<file path="config.mk">
export PLATFORM = sky130hd
export DESIGN_NAME = spi_pixel_loader
export DESIGN_NICKNAME = d
export VERILOG_FILES = /design/src/rtl/spi_pixel_loader.sv
export SDC_FILE = /design/constraint.sdc
export NUM_CORES = 1
export LEC_CHECK = 0
export ABC_AREA = 0
export ABC_CLOCK_PERIOD_IN_PS = 4070
export CORE_MARGIN = 5
export CORE_UTILIZATION = 39
export CTS_CLUSTER_SIZE = 12
export DETAILED_ROUTE_END_ITERATION = 16
export GPL_TIMING_DRIVEN = 0
export PLACE_DENSITY = 0.67
export SLEW_MARGIN = 20
export SYNTH_ARGS = -nofsm -noshare
export SYNTH_HDL_FRONTEND = slang
export SYNTH_SLANG_ARGS = --single-unit
</file>
<file path="constraint.sdc">
create_clock -name clk -period 4.07 [get_ports clk]
set_input_delay 0.407 -clock clk [delete_from_list [all_inputs] [get_ports clk]]
set_output_delay 0.407 -clock clk [all_outputs]
set_load 0.01 [all_outputs]
</file>
<file path="src/rtl/spi_pixel_loader.sv">
// spi_pixel_loader: oversampling SPI slave that turns host pixel-write frames into single pixel writes for sram_wrapper
module spi_pixel_loader #(
   parameter int PRECISION    = 11,
   parameter int PIXEL_SIZE   = 16,
   parameter int LINE_WIDTH   = 800,
   parameter int FRAME_HEIGHT = 600
) (
   input  logic                  clk,
   input  logic                  rst_n,
   input  logic                  spi_sclk,
   input  logic                  spi_cs_n,
   input  logic                  spi_mosi,
   output logic                  spi_active,
   output logic [PIXEL_SIZE-1:0] spi_pixel_data,
   output logic [PRECISION-1:0]  spi_pixel_x,
   output logic [PRECISION-1:0]  spi_pixel_y,
   input  logic                  spi_pixel_ack,
   output logic                  overflow,
   output logic                  frame_error
);
   localparam logic [PRECISION-1:0] LW_MAX = PRECISION'(LINE_WIDTH - 1);
   localparam logic [PRECISION-1:0] FH_MAX = PRECISION'(FRAME_HEIGHT - 1);
   localparam logic [PRECISION-1:0] LW     = PRECISION'(LINE_WIDTH);
   localparam logic [PRECISION-1:0] FH     = PRECISION'(FRAME_HEIGHT);
   typedef enum logic [2:0] {IDLE, CMD, XCOORD, YCOORD, PIXEL, DISCARD} state_t;
   state_t               state;
   logic [2:0]           sclk_q, cs_q, mosi_q;
   logic [15:0]          shreg;
   logic [3:0]           bit_cnt;
   logic                 word_rdy, reject;
   logic [PRECISION-1:0] x_cur, y_cur;
   logic                 sample, cs_fall, cs_rise, last_bit, hi_bits;
   assign sample   = sclk_q[1] & ~sclk_q[2] & ~cs_q[1];
   assign cs_fall  = ~cs_q[1] & cs_q[2];
   assign cs_rise  = cs_q[1] & ~cs_q[2];
   assign last_bit = (state == CMD) ? bit_cnt == 4'd7 : bit_cnt == 4'd15;
   assign hi_bits  = |shreg[15:PRECISION];
   always_ff @(posedge clk or negedge rst_n) begin
      if (!rst_n) begin
         sclk_q         <= 3'b000;
         cs_q           <= 3'b111;
         mosi_q         <= 3'b000;
         state          <= IDLE;
         shreg          <= '0;
         bit_cnt        <= '0;
         word_rdy       <= 1'b0;
         reject         <= 1'b0;
         x_cur          <= '0;
         y_cur          <= '0;
         spi_active     <= 1'b0;
         spi_pixel_data <= '0;
         spi_pixel_x    <= '0;
         spi_pixel_y    <= '0;
         overflow       <= 1'b0;
         frame_error    <= 1'b0;
      end else begin
         sclk_q   <= {sclk_q[1:0], spi_sclk};
         cs_q     <= {cs_q[1:0], spi_cs_n};
         mosi_q   <= {mosi_q[1:0], spi_mosi};
         word_rdy <= 1'b0;
         if (spi_active && spi_pixel_ack)
            spi_active <= 1'b0;
         if (cs_fall) begin
            state       <= CMD;
            bit_cnt     <= '0;
            reject      <= 1'b0;
            overflow    <= 1'b0;
            frame_error <= 1'b0;
         end else if (cs_rise) begin
            state   <= IDLE;
            bit_cnt <= '0;
         end else begin
            if (sample && state != IDLE && state != DISCARD) begin
               shreg    <= {shreg[14:0], mosi_q[2]};
               bit_cnt  <= last_bit ? 4'd0 : bit_cnt + 4'd1;
               word_rdy <= last_bit;
            end
            if (word_rdy) begin
               case (state)
                  CMD: state <= (shreg[7:0] == 8'h01) ? XCOORD : DISCARD;
                  XCOORD: begin
                     x_cur  <= shreg[PRECISION-1:0];
                     reject <= hi_bits;
                     state  <= YCOORD;
                  end
                  YCOORD: begin
                     y_cur <= shreg[PRECISION-1:0];
                     if (reject || hi_bits || x_cur >= LW || shreg[PRECISION-1:0] >= FH) begin
                        frame_error <= 1'b1;
                        state       <= DISCARD;
                     end else
                        state <= PIXEL;
                  end
                  PIXEL: begin
                     if (!spi_active || spi_pixel_ack) begin
                        spi_active     <= 1'b1;
                        spi_pixel_data <= shreg[PIXEL_SIZE-1:0];
                        spi_pixel_x    <= x_cur;
                        spi_pixel_y    <= y_cur;
                     end else
                        overflow <= 1'b1;
                     x_cur <= (x_cur == LW_MAX) ? '0 : x_cur + PRECISION'(1);
                     if (x_cur == LW_MAX)
                        y_cur <= (y_cur == FH_MAX) ? '0 : y_cur + PRECISION'(1);
                  end
                  default: ;
               endcase
            end
         end
      end
   end
endmodule
</file>
-- Word-level counts from Yosys, hierarchy flattened
Index checks and enable logic that the tools add are counted.
- input port bits: 6
- register bits: 97
- reductions and logical operators: 28
- $add $sub $neg: 3
- bitwise gates (word level): 9
- equal/unequal tests: 13
- $lt $le $gt $ge: 2
- muxes and demuxes: 39
- operators by type and width (cell ; count):
    $pmux W11 S2 ; 2
    $mux W11 ; 3
    $mux W1 ; 25
    $add A11 B1 Y11 const B ; 2
    $eq A11 B10 Y1 const B ; 2
    $ge A11 B10 Y1 const B ; 2
    $mux W4 ; 4
    $reduce_bool A2 Y1 ; 7
    $mux W3 ; 4
    $reduce_and A4 Y1 ; 3
    $reduce_and A5 Y1 ; 2
    $pmux W3 S3 ; 1
    $reduce_bool A3 Y1 ; 3
    $eq A8 B1 Y1 const B ; 1
    $eq A3 B2 Y1 const B ; 2
    $ne A2 B2 Y1 const B ; 3
    $reduce_and A3 Y1 ; 2
    $not A1 Y1 ; 5
    $reduce_bool A5 Y1 ; 1
    $reduce_or A5 Y1 ; 1
    $add A4 B1 Y4 const B ; 1
    $and A1 B1 Y1 ; 4
    $eq A4 B3 Y1 const B ; 1
    $eq A4 B4 Y1 const B ; 1
    other kinds (7) ; 12

-- Depth between registers and ports, before layout
Gate-level depths: netlist (run 1).
- word-level depth: 9
- depth in mapped cells: 7
- depth with buffers taken out: 6

-- Worst setup path before layout (run 1)
Ideal clock, no wire load.
- path type: reg2reg
- start: register cs_q[1]
- end: register shreg[10]
- data arrival time: 1.958 ns
- clock period less this slack: 2.082 ns
- required time: 3.945 ns
- stages on the path, launching flop included: 7
- path slack: 1.988 ns
- path buffers: 2
- cells stage by stage: dfstp_2 > inv_1 > ha_1 > clkbuf_1 > o2111ai_1 > buf_2 > mux2_2
- word-level cells in the longest chain between the ends: 5
- elaborated cells on any way between the ends: 9
- RTL lines (element ; line ; source):
    from (decl) ; 27 ; logic [2:0] sclk_q, cs_q, mosi_q;
    from (signal assigned) ; 58 ; cs_q <= {cs_q[1:0], spi_cs_n};
    $not A1 Y1 ; 33, 34 ;
    $and A1 B1 Y1 ; 33 ; assign sample = sclk_q[1] & ~sclk_q[2] & ~cs_q[1];
    $logic_and A1 B1 Y1 (2 in series) ; 73 ; if (sample && state != IDLE && state != DISCARD) begin
    $reduce_and A3 Y1 (no line) (*) ; -- ;
    to (signal assigned) ; 74 ; shreg <= {shreg[14:0], mosi_q[2]};
    to (decl) ; 28 ; logic [15:0] shreg;
Mark *: on every way between the ends. The rest lies on a longest branch, timed or not.
A chain may end at the register's enable or synchronous reset.

-- Worst setup path in the final report (run 1)
- start: register cs_q[2]
- end: register x_cur[8]
- word-level cells in the longest chain between the ends: 4
- elaborated cells on any way between the ends: 6
- RTL lines (element ; line ; source):
    $not A1 Y1 ; 35 ; assign cs_rise = cs_q[1] & ~cs_q[2];
    $and A1 B1 Y1 ; 35 ;
    $not A1 Y1 (no line) ; -- ;
    $reduce_and A4 Y1 (no line) (*) ; -- ;
    to (signal assigned) ; 82 ; x_cur <= shreg[PRECISION-1:0];
    to (signal assigned) ; 102 ; x_cur <= (x_cur == LW_MAX) ? '0 : x_cur + PRECISION'(1);
    to (decl) ; 31 ; logic [PRECISION-1:0] x_cur, y_cur;
Marks and branches as above.

==> summary.md, run 1 <==
| Metric | Value |
|---|---|
| Vias | 3,335 |
| # resized after CTS | 0 |
| Netlist cell types | 62 |
| Yosys top cell by area | dfrtp_1 |
| GPL Wtd Cong | 0.852 |
| GR Util All Layers | 0.149 |
| Final hold violation count | 0 |
| # Post-CTS Setup Buffers | 0 |
| Fin crit share | 0.648 |
| Die Width | 118 um |
| PnR worst setup slack | 1430 ps |
| Drt first-iter violations | 321 |
| Status | finished clean |
| Max-Slew Margin vs Limit | 0.514 |
| Beginning of the critical path | cs_q[2]$_DFF_PN1_ |
| CTS clk-pin slew, worst paths | 60 ps |
| Pre-CTS WS | 1480 ps |
| Fraction of layout cells with a size suffix above 1 | 0.219 |
| Hold/Removal Path Class | reg -> reg |
| Crit path max fanout | 10 |
| Leading register cell type out of synthesis | dfrtp_1 |
| Clock Tree Buf Depth | 2 |
| Synthesized area | 4570 um^2 |
| CTS Sinks | 97 |
| Cell row count | 39 |
| #FFs+latches synth | 97 |
| Top cell type's share of synthesized area | 0.515 |
| Wirelength per Cell | 17.4 um |
| Setup tns final | 0 ps |
| Startpoint types | flop |
| Synth top area cells | dfrtp_1 (52%), mux2_2 (14%), o21ai_0 (2.2%), a22o_1 (2.1%), nand2_1 (2.0%) |
| Clock skew | 5.37 ps |
| Power Density | 381 nW/um^2 |
| Core area | 11,500 um^2 |
| Post-DP HPWL | 7.30 mm |
| Die Footprint | 14,000 um^2 |
| Initial Util | 0.398 |
| N_diodes | 0 |
| Crit path DAT | 2870 ps |
| # setup viols final | 0 |
| Slowest CP cell | nor4b_1 |
| Reg2Reg Launch Point | cs_q[2]$_DFF_PN1_ |
| Commonest cells in the netlist | dfrtp_1 (94), mux2_2 (56), nand2_1 (24) |
| Final net count | 455 |
| Input/output buffers | 46 |
| CTS buffer count | 9 |
| Post-Syn Instances | 384 |
| # IOs | 47 |
| Seq/Total Area, Yosys | 0.532 |
| Largest net degree at the start of global routing | 67 |
| Yosys warnings | 0 |
| Drt pass-1 iters | 5 |
| CTS root buf | clkbuf_16 |
| GRT overflow | 0 |
| Die Ht | 118 um |
| H-tree depth | 3 |
| Final Max Tran Viols | 0 |
| Max-cap violations | 0 |
| HP Start | sclk_q[0]$_DFF_PN0_ |
| Initial antenna violation count | 0 |
| Hold Buf Count CTS | 1 |
| Worst setup EP type | flop |
| Max Clk Rate | 0.379 GHz |
| Critical path's largest stage delay | 640 ps |
| First-pass GRT wire length | 17.1 mm |
| Worst vdd ir | 235 uV |
| Static leakage | 2.39 nW |
| Critical path cell sequence | inv_1, ha_1, nor2b_1, nor4b_1, clkbuf_1, o21ai_0, a22o_1 |
| Total wire length | 10.3 mm |
| Residual DRC | 0 |
| Final antenna-violating net count | 0 |
| Post-Syn Area per Cell | 11.9 um^2 |
| Synth-to-layout area growth | 21.7% |
| Synth Net Count | 396 |
| Req. time, crit path | 4300 ps |
| Via/cell ratio | 5.64 |
| Most common cell in the synthesized netlist | dfrtp_1 |
| CTS tree | built |
| Measured slew at the worst slew-check pin | 718 ps |
| Async set or reset register ratio after synthesis | 1.00 |
| Worst Path Class, Setup | reg -> reg |
| Final min period | 2640 ps |
| Post-synth EDFFs | 0 |
| Worst-Skew Late Latency | 340 ps |
| RSZ-0062 raised after global routing | false |
| Vias in the first global route | 3,272 |
[per-layer routing]
layer | part of all wire | track usage | vias to the layer above
li1 | - | - | 1572
met1 | 0.46 | 0.206 | 1656
met2 | 0.46 | 0.230 | 91
met3 | 0.053 | 0.0339 | 16
met4 | 0.020 | 0.0552 | 0
met5 | 0 | 0 | -
[area by class of cell]
| class | instances | area, um^2 |
|---|---|---|
| clock inverters | 4 | 76.3 |
| well taps | 143 | 179 |
| clock buffers | 12 | 236 |
| inverters | 10 | 37.5 |
| multi-input cells | 258 | 1990 |
| fillers | 1028 | 5910 |
| repair buffers | 48 | 499 |
| flip-flops and latches | 97 | 2430 |
| plain buffers | 19 | 108 |
[critical path, delay by kind of cell, from the launching register on]
| family | cells | cell delay, ps |
|---|---|---|
| AO/OA/AOI/OAI | 2 | 390 |
| flip-flops | 1 | 530 |
| AND/OR/NAND/NOR | 2 | 920 |
| buffers and inverters | 2 | 420 |
| adder cells (fa/ha/maj) | 1 | 270 |
[placed cells by master (no fill, tap or decap), types with 6 or more instances in the layout]
cell | netlist | final
dfrtp_1 | 94 | 94
clkdlybuf4s50_1 | 0 | 45
ha_1 | 6 | 6
clkbuf_1 | 7 | 10
o21ai_0 | 20 | 20
nor3_1 | 7 | 7
clkbuf_16 | 0 | 9
nor2_1 | 14 | 14
a22o_1 | 11 | 11
o2bb2ai_1 | 7 | 7
nand2_1 | 24 | 24
a21oi_1 | 7 | 7
mux2_2 | 56 | 56
o221ai_1 | 8 | 8
inv_1 | 10 | 10
nand3_1 | 14 | 14
buf_2 | 8 | 8
[final timing paths]
check / to / slack [ps] / cells after the start
worst max-delay path: x_cur[8]$_DFFE_PN0P_ / 1430 / 7
worst max register to register: x_cur[8]$_DFFE_PN0P_ / 1430 / 7
worst min-delay path: sclk_q[1]$_DFF_PN0_ / 350 / 0
min in group asynchronous: spi_pixel_x[8]$_DFFE_PN0P_ / 510 / 2
max in group asynchronous: cs_q[2]$_DFF_PN1_ / 2890 / 3
worst min register to register: sclk_q[1]$_DFF_PN0_ / 350 / 0
[where the power goes]
group	switching [mW]	internal (mW)
registers	0.0494	1.00
logic	0.0991	0.0758
clock network	0.350	0.541
[registers in the layout, summed over array words and instances (netlist names), 3 cells and up]
name,cells
shreg,16
spi_pixel_x,11
state,3
y_cur,11
spi_pixel_data,16
mosi_q,3
spi_pixel_y,11
x_cur,11
bit_cnt,4
cs_q,3
sclk_q,3
[stage by stage]
step	cells	power [mW]	area [um^2]	util	hold slack [ps]
2_1_floorplan	384	1.17	4570	-	111
3_3_place_gp	573	1.23	5210	0.454	333
3_5_place_dp	574	1.24	5240	0.457	313
4_1_cts	591	2.14	5560	0.485	350
5_1_grt	591	2.21	5560	0.485	356
6_report	591	2.12	5560	0.485	348
[kinds of logic (layout without fill, tap and decap cells)]
kind of cell               count (synthesis)  count (layout)  share of synthesized area
buffers and inverters                     29              93                     0.0318
adders and majority gates                  6               6                     0.0164
and+or+nand+nor                           96              96                      0.116
DFF                                       97              97                      0.532
muxes                                     56              56                      0.138
xor gates and xnor gates                   3               3                    0.00575
AOI/OAI and AO/OA                         97              97                      0.159
Note: power is estimated with default switching activity, not from simulation.
==> run 2: changes to the inputs <==
--- a/config.mk
+++ b/config.mk
@@ -6,7 +6,7 @@
 export NUM_CORES = 1
 export LEC_CHECK = 0
 export ABC_AREA = 0
-export ABC_CLOCK_PERIOD_IN_PS = 4070
+export ABC_CLOCK_PERIOD_IN_PS = 2500
 export CORE_MARGIN = 5
 export CORE_UTILIZATION = 39
 export CTS_CLUSTER_SIZE = 12
==> constraint.sdc (replaced) <==
create_clock -name clk -period 2.5 [get_ports clk]
set_input_delay 0.25 -clock clk [delete_from_list [all_inputs] [get_ports clk]]
set_output_delay 0.25 -clock clk [all_outputs]
set_load 0.01 [all_outputs]
==> summary.md, run 2 (synthesis results as in run 1) <==
| Metric | Value |
|---|---|
| CTS tree | built |
| Crit path max fanout | 10 |
| Clock Tree Buf Depth | 2 |
| Max-cap violations | 0 |
| Final Cell Area | 5580 um^2 |
| CTS root buf | clkbuf_16 |
| Wirelength per Cell | 17.4 um |
| Commonest non-fill, non-tap cell in the layout | dfrtp_1 |
| # IOs | 47 |
| Measured slew at the worst slew-check pin | 647 ps |
| Area of the multi-input gates | 2010 um^2 |
| Max-Slew Margin vs Limit | 0.567 |
| GRT overflow | 0 |
| Worst-Skew Late Latency | 340 ps |
| Power Density | 619 nW/um^2 |
| Cell row count | 39 |
| Fin crit share | 0.908 |
| Hold EP | cs_q[0]$_DFF_PN1_ |
| Final hold violation count | 0 |
| Die Ht | 118 um |
| CTS Sinks | 97 |
| Register area | 2430 um^2 |
| Final min period | 2270 ps |
| Hold/Removal Path Class | in -> reg |
| # setup viols final | 0 |
| Via/cell ratio | 5.69 |
| N_diodes | 0 |
| Final Max Tran Viols | 0 |
| Worst R2R End | shreg[12]$_DFFE_PN0P_ |
| # Post-CTS Setup Buffers | 0 |
| Input/output buffers | 46 |
| Residual DRC | 0 |
| HP Start | spi_cs_n |
| Final antenna-violating net count | 0 |
| Area after DPL | 5240 um^2 |
| Finished Core Util | 0.487 |
| Hold Crit Depth | 1 |
| Biggest regs | shreg x16, spi_pixel_data x16 |
| Worst Path Class, Setup | reg -> reg |
| Reg2Reg Launch Point | cs_q[1]$_DFF_PN1_ |
| Post-DP HPWL | 7.30 mm |
| # fillers | 1,031 |
| Final Instance Count excl. Fillers | 591 |
| Crit path DAT | 2500 ps |
| R2R Setup Slk | 230 ps |
| Total wire length | 10.3 mm |
| CTS clk-pin slew, worst paths | 60 ps |
| Initial antenna violation count | 0 |
| Synth-to-layout area growth | 22.2% |
| Vias | 3,360 |
| Placed cell count | 574 |
| Worst vdd ir | 399 uV |
| First-pass GRT wire length | 17.1 mm |
| Status | finished clean |
| Drt first-iter violations | 386 |
| GPL Wtd Cong | 0.852 |
| Drt pass-1 iters | 4 |
| Max Clk Rate | 0.440 GHz |
| H-tree depth | 3 |
| Die Footprint | 14,000 um^2 |
| Beginning of the critical path | cs_q[1]$_DFF_PN1_ |
| Req. time, crit path | 2730 ps |
| Highest-count cells in the layout ignoring fill and taps | dfrtp_1 (94), mux2_2 (56), clkdlybuf4s50_1 (45) |
| RSZ-0062 raised after global routing | false |
| Final net count | 455 |
| CTS buffer count | 9 |
| Vias in the first global route | 3,272 |
| Largest net degree at the start of global routing | 67 |
| GR Util All Layers | 0.149 |
| Startpoint types | flop |
| Worst setup EP type | flop |
| Fraction of layout cells with a size suffix above 1 | 0.225 |
| Clock skew | 5.45 ps |
| Pwr Total | 3.46 mW |
| Core area | 11,500 um^2 |
| Die Width | 118 um |
| Worst Reg-to-Reg Cells | 6 |
| Initial Util | 0.398 |
| Static leakage | 2.40 nW |
run 2: what timing repair did:
action	CTS	global route
setup endpoints to repair	7	17
gates resized for setup	1	4
hold endpoints to repair	31	0
hold buffers	1	0
run 2: area by class of cell:
cell class	count	area share
inverters	10	0.00673
well taps	143	0.0321
flip-flops and latches	97	0.436
clock buffers	12	0.0424
repair buffers	48	0.0895
clock inverters	4	0.0137
plain buffers	19	0.0195
multi-input cells	258	0.361
run 2: report_power, final:
part / internal (mW) / switching (mW) / total (mW)
registers: 1.63 / 0.0815 / 1.72
clock network: 0.881 / 0.571 / 1.45
logic: 0.124 / 0.165 / 0.289
total: 2.64 / 0.818 / 3.46
run 2: how the worst max path moves through the flow:
stage                                     end  slack (ps)
4_1_cts                 shreg[12]$_DFFE_PN0P_          90
2_1_floorplan           shreg[10]$_DFFE_PN0P_         420
6_report                shreg[12]$_DFFE_PN0P_         230
5_1_grt                 shreg[11]$_DFFE_PN0P_         100
3_3_place_gp   spi_pixel_data[12]$_DFFE_PN0P_       -2390
3_5_place_dp             x_cur[8]$_DFFE_PN0P_         -90
run 2: metrics by stage:
stage,hold slack (ps),setup TNS [ps],setup WS [ps]
after CTS,308,0,91.9
after detailed placement,156,-336,-86.7
after global placement,333,-228110,-2390
final,319,0,230
after global routing,315,0,97.3
after floorplan,-45.6,0,418
run 2: worst max-delay path: stages, from the launching register on:
cell	delay, ps
dfstp_2	550
inv_1	50
ha_1	280
clkbuf_1	340
o2111ai_2	350
buf_2	300
mux2_2	290
run 2: per-layer routing:
metal  vias up  wire (um)  GRT usage
met4         0        208     0.0552
met5         -          0          0
met1      1669       4710      0.206
li1       1573          -          -
met3        16        618     0.0339
met2       102       4770      0.230
==> run 3: changes to the inputs <==
--- a/config.mk
+++ b/config.mk
@@ -7,12 +7,14 @@
 export LEC_CHECK = 0
 export ABC_AREA = 0
 export ABC_CLOCK_PERIOD_IN_PS = 2500
+export CELL_PAD_IN_SITES_DETAIL_PLACEMENT = 0
+export CELL_PAD_IN_SITES_GLOBAL_PLACEMENT = 1
 export CORE_MARGIN = 5
 export CORE_UTILIZATION = 39
 export CTS_CLUSTER_SIZE = 12
 export DETAILED_ROUTE_END_ITERATION = 16
 export GPL_TIMING_DRIVEN = 0
-export PLACE_DENSITY = 0.67
+export PLACE_DENSITY = 0.78
 export SLEW_MARGIN = 20
 export SYNTH_ARGS = -nofsm -noshare
 export SYNTH_HDL_FRONTEND = slang
==> summary.md, run 3 (synthesis results as in run 1) <==
| Metric | Value |
|---|---|
| R2R Setup Slk | 190 ps |
| Hold Crit Depth | 1 |
| CTS tree | built |
| Crit path DAT | 2540 ps |
| Wirelength per Cell | 17.4 um |
| Final Max Tran Viols | 0 |
| Final hold violation count | 0 |
| GRT overflow | 0 |
| Worst setup EP type | flop |
| Drt pass-1 iters | 4 |
| Fin crit share | 0.923 |
| CTS buffer count | 9 |
| Critical path's largest stage delay | 560 ps |
| Worst Reg-to-Reg Cells | 6 |
| Startpoint types | flop |
| GR Util All Layers | 0.153 |
| Final antenna-violating net count | 0 |
| Fin Hold WS | 306 ps |
| Critical path cell sequence | inv_1, ha_1, clkbuf_1, o2111ai_2, buf_2, mux2_2 |
| Total wire length | 10.3 mm |
| # IOs | 47 |
| Max Clk Rate | 0.433 GHz |
| CTS clk-pin slew, worst paths | 70 ps |
| Final Cell Area | 5580 um^2 |
| Commonest non-fill, non-tap cell in the layout | dfrtp_1 |
| Die Ht | 118 um |
| Core area | 11,500 um^2 |
| P_sw | 816 uW |
| Finished Core Util | 0.487 |
| Area after DPL | 5240 um^2 |
| Req. time, crit path | 2730 ps |
| Max-Slew Margin vs Limit | 0.544 |
| Measured slew at the worst slew-check pin | 679 ps |
| Clock share of power | 0.424 |
| Vias | 3,299 |
| Fraction of layout cells with a size suffix above 1 | 0.228 |
| Largest net degree at the start of global routing | 52 |
| H-tree depth | 3 |
| CTS root buf | clkbuf_16 |
| HP Start | spi_cs_n |
| Initial Util | 0.398 |
| RSZ-0062 raised after global routing | false |
| Power Density | 623 nW/um^2 |
| Power Internal | 2.66 mW |
| Hold/Removal Path Class | in -> reg |
| Final net count | 455 |
| CTS Sinks | 97 |
| Pwr Total | 3.48 mW |
| Worst Path Class, Setup | reg -> reg |
| Die Width | 118 um |
| N_diodes | 0 |
| Reg2Reg Launch Point | cs_q[1]$_DFF_PN1_ |
| Register area | 2430 um^2 |
| Input/output buffers | 46 |
| Slowest CP cell | dfstp_2 |
| Clock skew | 8.72 ps |
| Biggest regs | shreg x16, spi_pixel_data x16 |
| Reg power frac | 0.493 |
| Vias in the first global route | 3,408 |
| Setup tns final | 0 ps |
| Via/cell ratio | 5.58 |
| # setup viols final | 0 |
| Crit path max fanout | 10 |
| Static leakage | 2.40 nW |
| Hold EP | cs_q[0]$_DFF_PN1_ |
| Initial antenna violation count | 0 |
| Post-DP HPWL | 7.21 mm |
| Clock Tree Buf Depth | 2 |
| Die Footprint | 14,000 um^2 |
| Drt first-iter violations | 172 |
| Max-cap violations | 0 |
| Comb power frac | 0.083 |
| First-pass GRT wire length | 17.6 mm |
| Switch share | 0.235 |
| # fillers | 1,052 |
| Status | finished clean |
| Synth-to-layout area growth | 22.2% |
| Cell row count | 39 |
| Area of the multi-input gates | 2000 um^2 |
| GPL Wtd Cong | 0.926 |
| # Post-CTS Setup Buffers | 0 |
| Worst R2R End | shreg[15]$_DFFE_PN0P_ |
| Residual DRC | 0 |
| Worst vdd ir | 409 uV |
| Highest-count cells in the layout ignoring fill and taps | dfrtp_1 (94), mux2_2 (56), clkdlybuf4s50_1 (45) |
| Final min period | 2310 ps |
| Worst-Skew Late Latency | 350 ps |
## run 3: worst max path at each step
stage / from / slack, ps / cells past startpoint / endpoint
finish: cs_q[1]$_DFF_PN1_ / 190 / 6 / shreg[15]$_DFFE_PN0P_
global route: cs_q[2]$_DFF_PN1_ / 50 / 7 / x_cur[6]$_DFFE_PN0P_
CTS: cs_q[1]$_DFF_PN1_ / 70 / 6 / shreg[15]$_DFFE_PN0P_
detailed placement: cs_q[2]$_DFF_PN1_ / -30 / 7 / x_cur[9]$_DFFE_PN0P_
global placement: rst_n / -2450 / 1 / spi_pixel_y[1]$_DFFE_PN0P_
floorplan: cs_q[1]$_DFF_PN1_ / 420 / 6 / shreg[10]$_DFFE_PN0P_
## run 3: repair_timing
| item | 4_1_cts | 5_1_grt |
|---|---|---|
| setup endpoints to repair | 5 | 16 |
| hold buffers | 1 | 0 |
| gates resized for setup | 1 | 3 |
| endpoints found under the hold margin | 47 | 0 |
## run 3: layout make-up
| class | instances | share of cell area |
|---|---|---|
| Tap cell | 143 | 0.0321 |
| Clock inverter | 4 | 0.0137 |
| Sequential cell | 97 | 0.436 |
| Multi-Input combinational cell | 258 | 0.359 |
| Inverter | 10 | 0.00672 |
| Buffer | 19 | 0.0195 |
| Timing Repair Buffer | 48 | 0.0894 |
| Clock buffer | 12 | 0.0442 |
## run 3: power groups by stage
stage | Sequential [mW] | Clock (mW) | Combinational (mW)
floorplan | 1.71 | 0 | 0.188
global placement | 1.74 | 0 | 0.267
detailed placement | 1.74 | 0 | 0.283
CTS | 1.71 | 1.53 | 0.287
global route | 1.73 | 1.60 | 0.324
finish | 1.71 | 1.48 | 0.289
## run 3: critical path: cells and delay by family, from the launching register on
| kind | cells | cell delay [ps] |
|---|---|---|
| buffers and inverters | 3 | 700 |
| DFF | 1 | 560 |
| AOI/OAI and AO/OA | 1 | 360 |
| muxes | 1 | 290 |
| adders and majority gates | 1 | 270 |
## run 3: per-layer routing
| metal | track usage | wire [um] |
|---|---|---|
| met1 | 0.212 | 4820 |
| met2 | 0.224 | 4630 |
| met3 | 0.0511 | 686 |
| met4 | 0.0516 | 174 |
| met5 | 0 | 0 |
## run 3: stage by stage
step | cells | setup WS [ps]
after floorplan | 384 | 418
after global placement | 573 | -2450
after detailed placement | 574 | -29.6
after CTS | 591 | 71.3
after global routing | 591 | 55.0
final | 591 | 193
